`config.mk`:
```
export PLATFORM = sky130hd
export DESIGN_NAME = inst_fetch_flat
export DESIGN_NICKNAME = d
export VERILOG_FILES = /design/src/rtl/inst_fetch_if.sv /design/src/rtl/inst_fetch.sv /design/src/flat_wrapper.sv
export SDC_FILE = /design/constraint.sdc
export NUM_CORES = 1
export LEC_CHECK = 0
export ABC_AREA = 1
export CORE_ASPECT_RATIO = 1.25
export CORE_MARGIN = 1.5
export CORE_UTILIZATION = 54
export CTS_BUF_LIST = sky130_fd_sc_hd__clkbuf_16
export DETAILED_ROUTE_END_ITERATION = 12
export PLACE_DENSITY = 0.89
export SKIP_CTS_REPAIR_TIMING = 1
export SLEW_MARGIN = 30
export SYNTH_ARGS = -nofsm -noshare
export SYNTH_HDL_FRONTEND = slang
export SYNTH_SLANG_ARGS = --single-unit
```
`constraint.sdc`:
```
create_clock -name clk -period 6.7 [get_ports clk]
set_input_delay 1.675 -clock clk [delete_from_list [all_inputs] [get_ports clk]]
set_output_delay 1.675 -clock clk [all_outputs]
set_load 0.05 [all_outputs]
```
`src/rtl/inst_fetch_if.sv`:
```
// Fetch-unit bus: instruction-memory req/ack channel plus the decoder-side handshake and decoded fields.
interface inst_fetch_if;
    logic        im_req;
    logic [31:0] im_addr;
    logic        im_ack;
    logic [31:0] im_rdata;

    logic [3:0]  pc_op;
    logic        br_taken;
    logic [31:0] rs_val;
    logic        inst_ready;

    logic        inst_valid;
    logic [31:0] inst;
    logic [5:0]  opcode;
    logic [4:0]  rs;
    logic [4:0]  rt;
    logic [4:0]  rd;
    logic [4:0]  hint;
    logic [5:0]  funct;
    logic [15:0] imm16;
    logic [31:0] pc;
    logic [31:0] pc_plus4;
    logic        bus_err;

    modport master (
        output im_req, im_addr, inst_valid, inst, opcode, rs, rt, rd, hint, funct, imm16,
               pc, pc_plus4, bus_err,
        input  im_ack, im_rdata, pc_op, br_taken, rs_val, inst_ready
    );

    modport slave (
        input  im_req, im_addr, inst_valid, inst, opcode, rs, rt, rd, hint, funct, imm16,
               pc, pc_plus4, bus_err,
        output im_ack, im_rdata, pc_op, br_taken, rs_val, inst_ready
    );
endinterface

```
`src/rtl/inst_fetch.sv`:
```
// Instruction fetch unit: owns the PC, fetches one word at a time over req/ack, exposes decoded fields.
// Optional FETCH_ALIGN_CHECK_EN: a misaligned fetch address raises bus_err instead of issuing a request.
module inst_fetch #(
    parameter logic [31:0] RESET_PC   = 32'h0000_3000,
    parameter logic [7:0]  WAIT_LIMIT = 8'd255
) (
    input  logic         clk,
    input  logic         rst,
    inst_fetch_if.master bus
);
    localparam int unsigned XLEN  = 32;
    localparam int unsigned CNT_W = 8;

    localparam logic [3:0] PC_BR = 4'd1;
    localparam logic [3:0] PC_J  = 4'd2;
    localparam logic [3:0] PC_JR = 4'd3;

    typedef enum logic [1:0] {S_IDLE, S_FETCH, S_HOLD, S_ERR} state_t;

    state_t            r_state,      w_state_nx;
    logic              r_im_req,     w_im_req_nx;
    logic              r_inst_valid, w_inst_valid_nx;
    logic [XLEN-1:0]   r_inst,       w_inst_nx;
    logic [XLEN-1:0]   r_pc,         w_pc_nx;
    logic [XLEN-1:0]   r_pc_plus4,   w_pc_plus4_nx;
    logic              r_bus_err,    w_bus_err_nx;
    logic [CNT_W-1:0]  r_cnt,        w_cnt_nx;

    logic [XLEN-1:0]   w_br_off;
    logic [XLEN-1:0]   w_next_pc;
    logic [XLEN-1:0]   w_target;
    logic [CNT_W-1:0]  w_cnt_inc;
    logic              w_target_bad;

    // Next-PC select from the decoder's pc_op; undefined codes fall back to sequential.
    always_comb begin
        w_br_off = {{14{r_inst[15]}}, r_inst[15:0], 2'b00};
        case (bus.pc_op)
            PC_BR:   w_next_pc = bus.br_taken ? (r_pc_plus4 + w_br_off) : r_pc_plus4;
            PC_J:    w_next_pc = {r_pc_plus4[31:28], r_inst[25:0], 2'b00};
            PC_JR:   w_next_pc = bus.rs_val;
            default: w_next_pc = r_pc_plus4;
        endcase
    end

    // Address about to be fetched: current PC out of IDLE, the new PC out of HOLD.
    assign w_target  = (r_state == S_HOLD) ? w_next_pc : r_pc;
    assign w_cnt_inc = r_cnt + CNT_W'(1);

`ifdef FETCH_ALIGN_CHECK_EN
    assign w_target_bad = (w_target[1:0] != 2'b00);
`else
    assign w_target_bad = 1'b0;
`endif

    always_comb begin
        w_state_nx      = r_state;
        w_im_req_nx     = r_im_req;
        w_inst_valid_nx = r_inst_valid;
        w_inst_nx       = r_inst;
        w_pc_nx         = r_pc;
        w_pc_plus4_nx   = r_pc_plus4;
        w_bus_err_nx    = r_bus_err;
        w_cnt_nx        = r_cnt;

        case (r_state)
            S_IDLE, S_HOLD: begin
                if (r_state == S_IDLE || bus.inst_ready) begin
                    w_pc_nx         = w_target;
                    w_pc_plus4_nx   = w_target + 32'd4;
                    w_inst_valid_nx = 1'b0;
                    w_cnt_nx        = '0;
                    if (w_target_bad) begin
                        w_state_nx   = S_ERR;
                        w_im_req_nx  = 1'b0;
                        w_bus_err_nx = 1'b1;
                    end else begin
                        w_state_nx  = S_FETCH;
                        w_im_req_nx = 1'b1;
                    end
                end
            end
            S_FETCH: begin
                if (bus.im_ack) begin
                    w_state_nx      = S_HOLD;
                    w_inst_nx       = bus.im_rdata;
                    w_inst_valid_nx = 1'b1;
                    w_im_req_nx     = 1'b0;
                end else begin
                    w_cnt_nx = w_cnt_inc;
                    if (w_cnt_inc == WAIT_LIMIT) begin
                        w_state_nx   = S_ERR;
                        w_im_req_nx  = 1'b0;
                        w_bus_err_nx = 1'b1;
                    end
                end
            end
            S_ERR: begin
                w_im_req_nx     = 1'b0;
                w_inst_valid_nx = 1'b0;
                w_bus_err_nx    = 1'b1;
            end
            default: w_state_nx = S_IDLE;
        endcase
    end

    always_ff @(posedge clk) begin
        if (rst) begin
            r_state      <= S_IDLE;
            r_im_req     <= 1'b0;
            r_inst_valid <= 1'b0;
            r_inst       <= '0;
            r_pc         <= RESET_PC;
            r_pc_plus4   <= RESET_PC + 32'd4;
            r_bus_err    <= 1'b0;
            r_cnt        <= '0;
        end else begin
            r_state      <= w_state_nx;
            r_im_req     <= w_im_req_nx;
            r_inst_valid <= w_inst_valid_nx;
            r_inst       <= w_inst_nx;
            r_pc         <= w_pc_nx;
            r_pc_plus4   <= w_pc_plus4_nx;
            r_bus_err    <= w_bus_err_nx;
            r_cnt        <= w_cnt_nx;
        end
    end

    assign bus.im_req     = r_im_req;
    assign bus.im_addr    = r_pc;
    assign bus.inst_valid = r_inst_valid;
    assign bus.inst       = r_inst;
    assign bus.opcode     = r_inst[31:26];
    assign bus.rs         = r_inst[25:21];
    assign bus.rt         = r_inst[20:16];
    assign bus.rd         = r_inst[15:11];
    assign bus.hint       = r_inst[10:6];
    assign bus.funct      = r_inst[5:0];
    assign bus.imm16      = r_inst[15:0];
    assign bus.pc         = r_pc;
    assign bus.pc_plus4   = r_pc_plus4;
    assign bus.bus_err    = r_bus_err;
endmodule

```
`src/flat_wrapper.sv`:
```
// flat-port wrapper written by rule: the top's interface ports become plain ports
module inst_fetch_flat 
#(
    parameter logic [31:0] RESET_PC   = 32'h0000_3000,
    parameter logic [7:0]  WAIT_LIMIT = 8'd255
)
  (clk, rst, bus_im_req, bus_im_addr, bus_inst_valid, bus_inst, bus_opcode, bus_rs, bus_rt, bus_rd, bus_hint, bus_funct, bus_imm16, bus_pc, bus_pc_plus4, bus_bus_err, bus_im_ack, bus_im_rdata, bus_pc_op, bus_br_taken, bus_rs_val, bus_inst_ready);
  inst_fetch_if bus_i ();
  input  logic clk;
  input  logic rst;
  output wire logic [$bits(bus_i.im_req)-1:0] bus_im_req;
  output wire logic [$bits(bus_i.im_addr)-1:0] bus_im_addr;
  output wire logic [$bits(bus_i.inst_valid)-1:0] bus_inst_valid;
  output wire logic [$bits(bus_i.inst)-1:0] bus_inst;
  output wire logic [$bits(bus_i.opcode)-1:0] bus_opcode;
  output wire logic [$bits(bus_i.rs)-1:0] bus_rs;
  output wire logic [$bits(bus_i.rt)-1:0] bus_rt;
  output wire logic [$bits(bus_i.rd)-1:0] bus_rd;
  output wire logic [$bits(bus_i.hint)-1:0] bus_hint;
  output wire logic [$bits(bus_i.funct)-1:0] bus_funct;
  output wire logic [$bits(bus_i.imm16)-1:0] bus_imm16;
  output wire logic [$bits(bus_i.pc)-1:0] bus_pc;
  output wire logic [$bits(bus_i.pc_plus4)-1:0] bus_pc_plus4;
  output wire logic [$bits(bus_i.bus_err)-1:0] bus_bus_err;
  input wire logic [$bits(bus_i.im_ack)-1:0] bus_im_ack;
  input wire logic [$bits(bus_i.im_rdata)-1:0] bus_im_rdata;
  input wire logic [$bits(bus_i.pc_op)-1:0] bus_pc_op;
  input wire logic [$bits(bus_i.br_taken)-1:0] bus_br_taken;
  input wire logic [$bits(bus_i.rs_val)-1:0] bus_rs_val;
  input wire logic [$bits(bus_i.inst_ready)-1:0] bus_inst_ready;
  assign bus_im_req = bus_i.im_req;
  assign bus_im_addr = bus_i.im_addr;
  assign bus_inst_valid = bus_i.inst_valid;
  assign bus_inst = bus_i.inst;
  assign bus_opcode = bus_i.opcode;
  assign bus_rs = bus_i.rs;
  assign bus_rt = bus_i.rt;
  assign bus_rd = bus_i.rd;
  assign bus_hint = bus_i.hint;
  assign bus_funct = bus_i.funct;
  assign bus_imm16 = bus_i.imm16;
  assign bus_pc = bus_i.pc;
  assign bus_pc_plus4 = bus_i.pc_plus4;
  assign bus_bus_err = bus_i.bus_err;
  assign bus_i.im_ack = bus_im_ack;
  assign bus_i.im_rdata = bus_im_rdata;
  assign bus_i.pc_op = bus_pc_op;
  assign bus_i.br_taken = bus_br_taken;
  assign bus_i.rs_val = bus_rs_val;
  assign bus_i.inst_ready = bus_inst_ready;
  inst_fetch #(.RESET_PC(RESET_PC), .WAIT_LIMIT(WAIT_LIMIT)) u_core (.clk(clk), .rst(rst), .bus(bus_i));
endmodule
```
# Word-level counts from Yosys, hierarchy flattened
# Cells that the tools add are included.
# Widths: inputs -> output; s select.
[classes]
add_sub_neg = 3
n_mul = 0
n_div = 0
magnitude_cmp = 0
n_eq_ne = 12
n_shift = 0
muxes = 20
n_bitwise = 1
reduce_logical = 11
[op_table]
columns = ["op", "n"]
rows = [
  ["$pmux 32 s3", 1],
  ["$mux 32", 2],
  ["$add 32x3->32 const B", 1],
  ["$add 32x32->32", 1],
  ["$mux 8", 2],
  ["$pmux 8 s2", 1],
  ["$reduce_and 3->1", 3],
  ["$add 8x1->8 const B", 1],
  ["$eq 4x2->1 const B", 2],
  ["$eq 8x8->1 const B", 1],
  ["$reduce_and 2->1", 4],
  ["$mux 1", 7],
  ["$mux 2", 3],
  ["$pmux 1 s3", 2],
  ["$eq 2x2->1 const B", 2],
  ["$eq 4x1->1 const B", 1],
  ["$ne 2x1->1 const B", 2],
  ["$ne 2x2->1 const B", 2],
  ["$pmux 2 s2", 1],
  ["$ne 3x2->1 const B", 1],
  ["$eq 2x1->1 const B", 1],
  ["$logic_not 2->1", 1],
  ["$pmux 1 s2", 1],
  ["$reduce_bool 2->1", 1],
  ["other kinds (3)", 3],
]
[totals]
register_bits = 109
latch_bits = 0
ramBits = 0
rom_bits = 0
inputBits = 73
word_cells = 55
n_memories = 0

# Logic depth before layout (Yosys ltp)
# Gate-level depths: netlist of run 1.
[logic_depth]
depth_word = 5
depth_mapped = 24
mapped_depth_nobuf = 24

# Least setup slack after synthesis of run 1
# No wires, ideal clock.
[synth_timing]
path_type = "input -> register"
from = "in bus_pc_op[0]"
to = "reg u_core.r_pc_plus4[20] (netlist: u_core.bus.pc_plus4[20])"
setup_time_ns = 0.109
arrival_ns = 3.631
path_slack_ns = 2.960
cell_stages = 22
n_path_buf = 2
path_cell_list = "buf_6 nand2_2 nor2_4 buf_6 nand2_2 nand4_2 nand2_2 nand2_4 ha_1 nand3_1 nor2_1 nand2_2 nor2_4 nand3_1 nor2_1 nand3_1 nor2_1 nand2_1 nand2_1 nand3_1 nand2_1 inv_1"
[synth_via]
elab_chain_cells = 4
[synth_rtl]
columns = ["element", "line", "source"]
rows = [
  ["start, declared", "flat_wrapper.sv:27", "input wire logic [$bits(bus_i.pc_op)-1:0] bus_pc_op;"],
  ["$eq 4x2->1 / $eq 4x1->1 (equally long branches)", "inst_fetch.sv:38", "case (bus.pc_op)"],
  ["$pmux 32 s3 (*)", "inst_fetch.sv:38", ""],
  ["$mux 32 (*)", "inst_fetch.sv:47", "assign w_target = (r_state == S_HOLD) ? w_next_pc : r_pc;"],
  ["via u_core.w_target[2]", "inst_fetch.sv:31", "logic [XLEN-1:0] w_target;"],
  ["$add 32x3->32 (*)", "inst_fetch.sv:70", "w_pc_plus4_nx = w_target + 32'd4;"],
  ["end signal, assigned", "inst_fetch.sv:114", "r_pc_plus4 <= RESET_PC + 32'd4;"],
  ["end signal, assigned", "inst_fetch.sv:123", "r_pc_plus4 <= w_pc_plus4_nx;"],
  ["end, declared", "inst_fetch.sv:25", "logic [XLEN-1:0] r_pc_plus4, w_pc_plus4_nx;"],
]
# The timed path passes the listed nets; every way through them passes the cells marked *.
# A chain may end at the register's enable or synchronous reset.

# Worst setup path in the final report of run 1
# Ends and elaborated chain as after synthesis.

==> impl_results.md, run 1 <==
* Met1 usage at 0.445
* Outcome: completed
* Synthesis-stage register bit count at 107
* Post-Synthesis Cells at approximately 1.5k
* Place WS at about 1600 ps
* TritonCTS Buffers at 9
* Die Ht at 148 um
* Total GRT Usage at 0.342
* Synth unique cells at 49
* First-pass GRT wire length at between 40000 and 50000 um
* CP bufs+invs at 3
* CTS H-tree depth at 3
* CTS max path bufs at 2
* Hold Vio Cnt, Final at 0
* Most common cell after layout, fill and taps aside: nand2_1
* Grt total ovfl at 0
* Ant diodes at 0
* Worst setup margin at between 1500 and 2000 ps
* Synth Area in Compound Gates at 0.151
* Final setup viols at 0
* CP Data Required Time at approximately 7000 ps
* I/O pin cnt at about 250
* Placer Congestion at approximately 0.98
* CP max FO at 32
* Placed Instances at about 1.9k
* Vias in the first global route at between 9k and 10k
* DIE WIDTH at 119 um
* Placement-stage cell area at approximately 0.011 mm2
* Final instance area at 0.0114 mm2
* Number of max-cap violations at 0
* Share of cells above drive strength 1 at 0.0455
* Sequential fraction of the synthesis area at 0.236
* CTS Root Cell: clkbuf_16
* Die area at between 0.015 and 0.02 mm2
* Worst skew pair latency at ~370 ps
* Total design power at about 2.2 mW
* Simple-Gate Fraction of Synth Area at 0.367
* Final net count at 1771
* Syn_area_per_cell at 5.93 um2
* Ys flop type: dfxtp_1
* Worst-path clk slew at roughly 90 ps
* Most used cell, CP: nand2_1
* Non-filler cells, final at around 1.9k
* Tcrit/Tclk final at 0.710
* Skew final at about 11 ps
* Largest net degree at the start of global routing at 58
* Placeable Area at approximately 0.016 mm2
* CP max stage delay at 670 ps
* Unrepaired setup endpoints after global routing: no
* Slew Limit Fails at 0
* Initial antenna violation count at 0
* Hold_ws at around 500 ps
* Vias at 10.2k
* Total wire length at approximately 30000 um
* Mux contribution to synthesized area at 0
* DRC at 0
* Fmax at ~210 MHz
* Buffers on Ports at 251
* CTS sink count at between 100 and 150
* Syn_nets at 1637
* Post-layout util at 0.696
* Crit-path leading delay family: simple AND/OR/NAND/NOR gates
* Critical path class: in2reg
* Routed Antenna Nets at 0
* Leak at around 5.2 nW
* Main combinational cell family by area after synthesis: simple AND/OR/NAND/NOR gates
* Max_slew headroom at 0.415
* Maximum VDD drop at between 100 and 150 uV
* Initial DRC count at a little over 1k
* Number of synthesized flops with an enable pin at 0
* Area Growth Syn to Fin at 25.1%
* Synth Warn # at 0
* Worst min path class: reg2reg
* DRT Pass-1 Iters at 8
* Min Clock Period, post-route at between 4000 and 5000 ps
* Worst-Margin Slew at between 800 and 900 ps
* Crit path DAT at about 5000 ps
* DR WL/cell at roughly 16 um
* Global-route met2 utilization at 0.591
* Syn Std Cell Area at 0.00908 mm2
* Pwr/cell area at 196 mW/mm2
* Met3 Use GR at 0.0409
* Hpwl dp at about 24000 um
* Drt via density at 5.43
* Adder-cell share of the synthesized area at 0.0463
* Worst Setup End Kind: register
* Setup_tns at 0 ps
* GR peak layer: met2
* Num rows at 52
* Crit path cell chain: clkdlybuf4s50_1 > nand2_2 > nor2_4 > nand2_1 > nand2_1 > inv_1 > nand2_1 > nand2_2 > nand2_4 > ha_1 > nand3_1 > nor2_1 > nand2_2 > nor2_4 > nand3_1 > nor2_1 > nand3_1 > nor2_1 > nand2_1 > nand2_1 > nand3_1 > nand2_1 > inv_1
* Commonest non-fill, non-tap cells in the layout: nand2_1, clkdlybuf4s50_1, inv_1
* Critical Path Slowest Stage Cell: clkdlybuf4s50_1
* Async set-reset flop share out of synthesis at 0
* Area share of xor/xnor cells in the synthesized design at 0.00868
* Startpoint Class: input pin
* Starting Density at 0.556
* CTS tree: done
worst register-to-register path: stages, from the launching register on:
cell	delay [ps]
dfxtp_1	460
inv_2	80
nor2_4	190
clkinv_2	660
a21oi_4	350
nand2_2	90
nand2_4	70
ha_1	170
nand3_1	130
nor2_1	140
nand2_2	100
nor2_4	140
nand3_1	100
nor2_1	140
nand3_1	120
nor2_1	200
nand2_1	70
nand2_1	60
nand3_1	60
nand2_1	60
inv_1	40
final cells by class:
type / instances / area (um2)
fillers: 1507 / 4970
multi-input cells: 1059 / 5210
clock inverters: 7 / 78.8
flip-flops and latches: 107 / 2140
inverters: 230 / 867
clock buffers: 9 / 225
repair buffers: 258 / 2560
well taps: 216 / 270
per-layer routing:
layer / part of all wire / up-vias / wire length (um)
li1: - / 5065 / -
met1: 0.42 / 4617 / 12700
met2: 0.48 / 507 / 14400
met3: 0.079 / 59 / 2400
met4: 0.026 / 0 / 779
met5: 0 / - / 0
kinds of logic after synthesis:
logic type | after synthesis
adders and majority gates | 33
xor gates and xnor gates | 9
and+or+nand+nor | 777
DFF | 107
AOI/OAI and AO/OA | 240
buffers and inverters | 365
sequential cells by signal (all words and copies together), names as in the netlist:
name / flops
u_core.bus.bus_err: 1
u_core.bus.im_addr: 30
u_core.bus.im_req: 1
u_core.bus.inst: 32
u_core.bus.inst_valid: 1
u_core.bus.pc_plus4: 32
u_core.r_cnt: 8
u_core.r_state: 2
worst paths after layout:
| check | start | slack, ps | cells past startpoint | to |
|---|---|---|---|---|
| max | bus_pc_op[0] | 1940 | 23 | u_core.bus.pc_plus4[20] |
| min | u_core.r_cnt[6] | 500 | 2 | u_core.r_cnt[6] |
| max reg2reg | u_core.r_state[1] | 3190 | 20 | u_core.bus.pc_plus4[20] |
| min reg2reg | u_core.r_cnt[6] | 500 | 2 | u_core.r_cnt[6] |
Yosys cell counts, types with 6 or more instances:
cell | count | area, um2
nand2_1 | 437 | 1640
inv_1 | 225 | 845
nor2_1 | 158 | 593
nand3_1 | 108 | 541
dfxtp_1 | 107 | 2140
a21oi_1 | 106 | 531
buf_4 | 86 | 646
o21ai_0 | 76 | 380
clkbuf_1 | 32 | 120
ha_1 | 32 | 400
a221oi_1 | 18 | 158
nand4_1 | 14 | 87.6
nand2_2 | 13 | 81.3
buf_2 | 12 | 60.1
o22ai_1 | 11 | 68.8
nor2_4 | 10 | 113
o211ai_1 | 9 | 67.6
nor3_1 | 8 | 40.0
or2_2 | 7 | 43.8
nor2_2 | 6 | 37.5
report_power, final:
part	internal, mW	switching (mW)
clock	0.266	0.293
combinational	0.295	0.617
sequential	0.684	0.0745
(Power assumes the default switching activity.)
==> inputs of run 2 (changes only) <==
--- a/config.mk
+++ b/config.mk
@@ -8,10 +8,10 @@
 export ABC_AREA = 1
 export CORE_ASPECT_RATIO = 1.25
 export CORE_MARGIN = 1.5
-export CORE_UTILIZATION = 54
+export CORE_UTILIZATION = 50
 export CTS_BUF_LIST = sky130_fd_sc_hd__clkbuf_16
 export DETAILED_ROUTE_END_ITERATION = 12
-export PLACE_DENSITY = 0.89
+export PLACE_DENSITY = 0.83
 export SKIP_CTS_REPAIR_TIMING = 1
 export SLEW_MARGIN = 30
 export SYNTH_ARGS = -nofsm -noshare
==> constraint.sdc (replaced) <==
create_clock -name clk -period 4.8 [get_ports clk]
set_input_delay 1.2 -clock clk [delete_from_list [all_inputs] [get_ports clk]]
set_output_delay 1.2 -clock clk [all_outputs]
set_load 0.05 [all_outputs]
==> run 2 against run 1 <==
Net effect: final cell count grew 0.69%; register-to-register slack lost 2000 ps; sequential power grew 40%; wire length grew 3.3%; clock skew grew 2.0 ps; worst setup slack lost 1100 ps; largest power group unchanged; die area grew 7.8%; sequential share of layout area shrank 0.056 points.
==> impl_results.md, run 2 (synthesis results as in run 1) <==
* Outcome: completed
* Number of max-cap violations at 0 (unchanged)
* Unrepaired setup endpoints after global routing: no
* Share of cells above drive strength 1 at 0.0484 (+0.00285)
* Worst-Margin Slew at 921 ps (+47.4 ps)
* Total wire length at 31400 um (+3.3%)
* Max_slew headroom at 0.385 (-0.0301)
* CTS Root Cell: clkbuf_16
* CTS tree: done
* Die area at 0.0190 mm2 (+7.8%)
* Worst setup margin at 891 ps (-1050 ps)
* Final net count at 1777 (+0.34%)
* Min Clock Period, post-route at between 3000 and 4000 ps
* Routed Antenna Nets at 0 (unchanged)
* Ant diodes at 0 (unchanged)
* Initial antenna violation count at 0 (unchanged)
* Gate power share at 0.413 (+0.004)
* Leak at 5.25 nW (+0.34%)
* I/O pin cnt at 252 (unchanged)
* Vias in the first global route at 9146 (-2.7%)
* CTS H-tree depth at 3 (unchanged)
* Placeable Area at 0.0176 mm2 (+8.0%)
* Starting Density at 0.515 (-0.0411)
* DRC at 0 (unchanged)
* Startpoint Class: input pin
* DIE WIDTH at 124 um (+3.8%)
* Sequential power share at 0.342 (+0.002)
* Fmax at around 260 MHz
* Hold Vio Cnt, Final at 0 (unchanged)
* Placed Instances at 1884 (+0.75%)
* Final setup viols at 0 (unchanged)
* Grt total ovfl at 0 (unchanged)
* Vias at 10.0k (-2.0%)
* Largest net degree at the start of global routing at 58 (unchanged)
* M1 WL at 13400 um (+4.9%)
* Worst-path clk slew at 80 ps (about the same)
* Switching pwr at 1.36 mW (+39%)
* CTS max path bufs at 2 (unchanged)
* DR WL/cell at 16.5 um (+2.6%)
* Crit path DAT at 4170 ps (-860 ps)
* Worst Setup End Kind: register
* Total GRT Usage at 0.329 (-0.0137)
* CP max FO at 7 (-78%)
* Num rows at 54 (+3.8%)
* Sw Share at 0.440 (-0.00111)
* Die Ht at 154 um (+3.8%)
* Total design power at 3.10 mW (+39%)
* Skew final at 12.9 ps (+1.96 ps)
* Place WS at 550 ps (-1040 ps)
* Max layer used: met4
* Met3 wire length at 2640 um (+9.8%)
* Buffers on Ports at 251 (unchanged)
* Slew Limit Fails at 0 (unchanged)
* Initial DRC count at 926 (-9.5%)
* Worst skew pair latency at 370 ps (about the same)
* DRT Pass-1 Iters at 6 (-2)
* Drt via density at 5.29 (-2.7%)
* Fillers at 1693 (+12%)
* First-pass GRT wire length at 48300 um (about the same)
* Final instance area at 0.0114 mm2 (+0.30%)
* Clock power frac at 0.245 (-0.006)
* TritonCTS Buffers at 9 (unchanged)
* Setup_tns at 0 ps (unchanged)
* Critical path class: in2reg
* Pwr/cell area at 272 mW/mm2 (+39%)
* Most common cell after layout, fill and taps aside: nand2_1
* Worst min path class: reg2reg
* Commonest non-fill, non-tap cells in the layout: nand2_1, clkdlybuf4s50_1, inv_1
* Placer Congestion at 0.969 (-1.1%)
* Non-filler cells, final at 1899 (+0.69%)
* Placement-stage cell area at 0.0111 mm2 (+0.50%)
* Met2 WL at 14400 um (-0.37%)
* Maximum VDD drop at 215 uV (+51%)
* Area Growth Syn to Fin at 25.5%
* Int Power at 1.73 mW (+39%)
* CP Data Required Time at 5060 ps (-1920 ps)
* Tcrit/Tclk final at 0.814
* Hpwl dp at 24600 um (+3.5%)
* CTS sink count at 107 (unchanged)
==> run 2: metrics by stage <==
step	utilization	hold slack [ps]
final	0.646	483
after global routing	0.646	493
after CTS	0.646	481
after detailed placement	0.630	470
after global placement	0.630	466
after floorplan	-	457
==> run 2: power groups by stage <==
stage / logic [mW] / registers [mW] / clock network (mW)
finish: 1.28 / 1.06 / 0.758
floorplan: 0.709 / 1.25 / 0
CTS: 1.27 / 1.06 / 0.763
detailed placement: 1.27 / 1.08 / 0
global placement: 1.26 / 1.08 / 0
global route: 1.37 / 1.07 / 0.792
==> run 2: cell type report <==
cell class | instances | area, um2 | area share
clock inverter | 6 | 57.6 | 0.00505
clock buffer | 9 | 225 | 0.0198
timing repair buffer | 264 | 2610 | 0.229
multi-input combinational | 1059 | 5210 | 0.457
sequential | 107 | 2140 | 0.188
inverter | 230 | 867 | 0.0761
tap | 224 | 280 | 0.0246
==> run 2: path summary, 6_finish.rpt <==
path                startpoint                      end  slack, ps  depth (start not counted)
max reg2reg  u_core.r_state[1]  u_core.bus.pc_plus4[20]       1170                         20
min            u_core.r_cnt[7]          u_core.r_cnt[7]        480                          2
min reg2reg    u_core.r_cnt[7]          u_core.r_cnt[7]        480                          2
max               bus_pc_op[0]  u_core.bus.pc_plus4[20]        890                         23
==> run 2: critical path, stage by stage <==
cell             delay (ps)
clkdlybuf4s50_1         680
nand2_1                 110
nor2_2                  250
nand2_1                  80
nand2_1                  60
nand2_1                  40
nand2_1                  70
nand2_2                  70
nand2_4                  70
ha_1                    180
nand3_1                 120
nor2_1                  140
nand2_2                 100
nor2_4                  140
nand3_1                 110
nor2_1                  120
nand3_1                 110
nor2_1                  210
nand2_1                  80
nand2_1                  70
nand3_1                  70
nand2_1                  60
inv_1                    30
==> run 2: layer usage <==
| metal | GRT usage | vias up |
|---|---|---|
| met5 | 0 | - |
| met4 | 0.115 | 0 |
| met3 | 0.0453 | 58 |
| met2 | 0.536 | 452 |
| met1 | 0.441 | 4463 |
| li1 | - | 5065 |
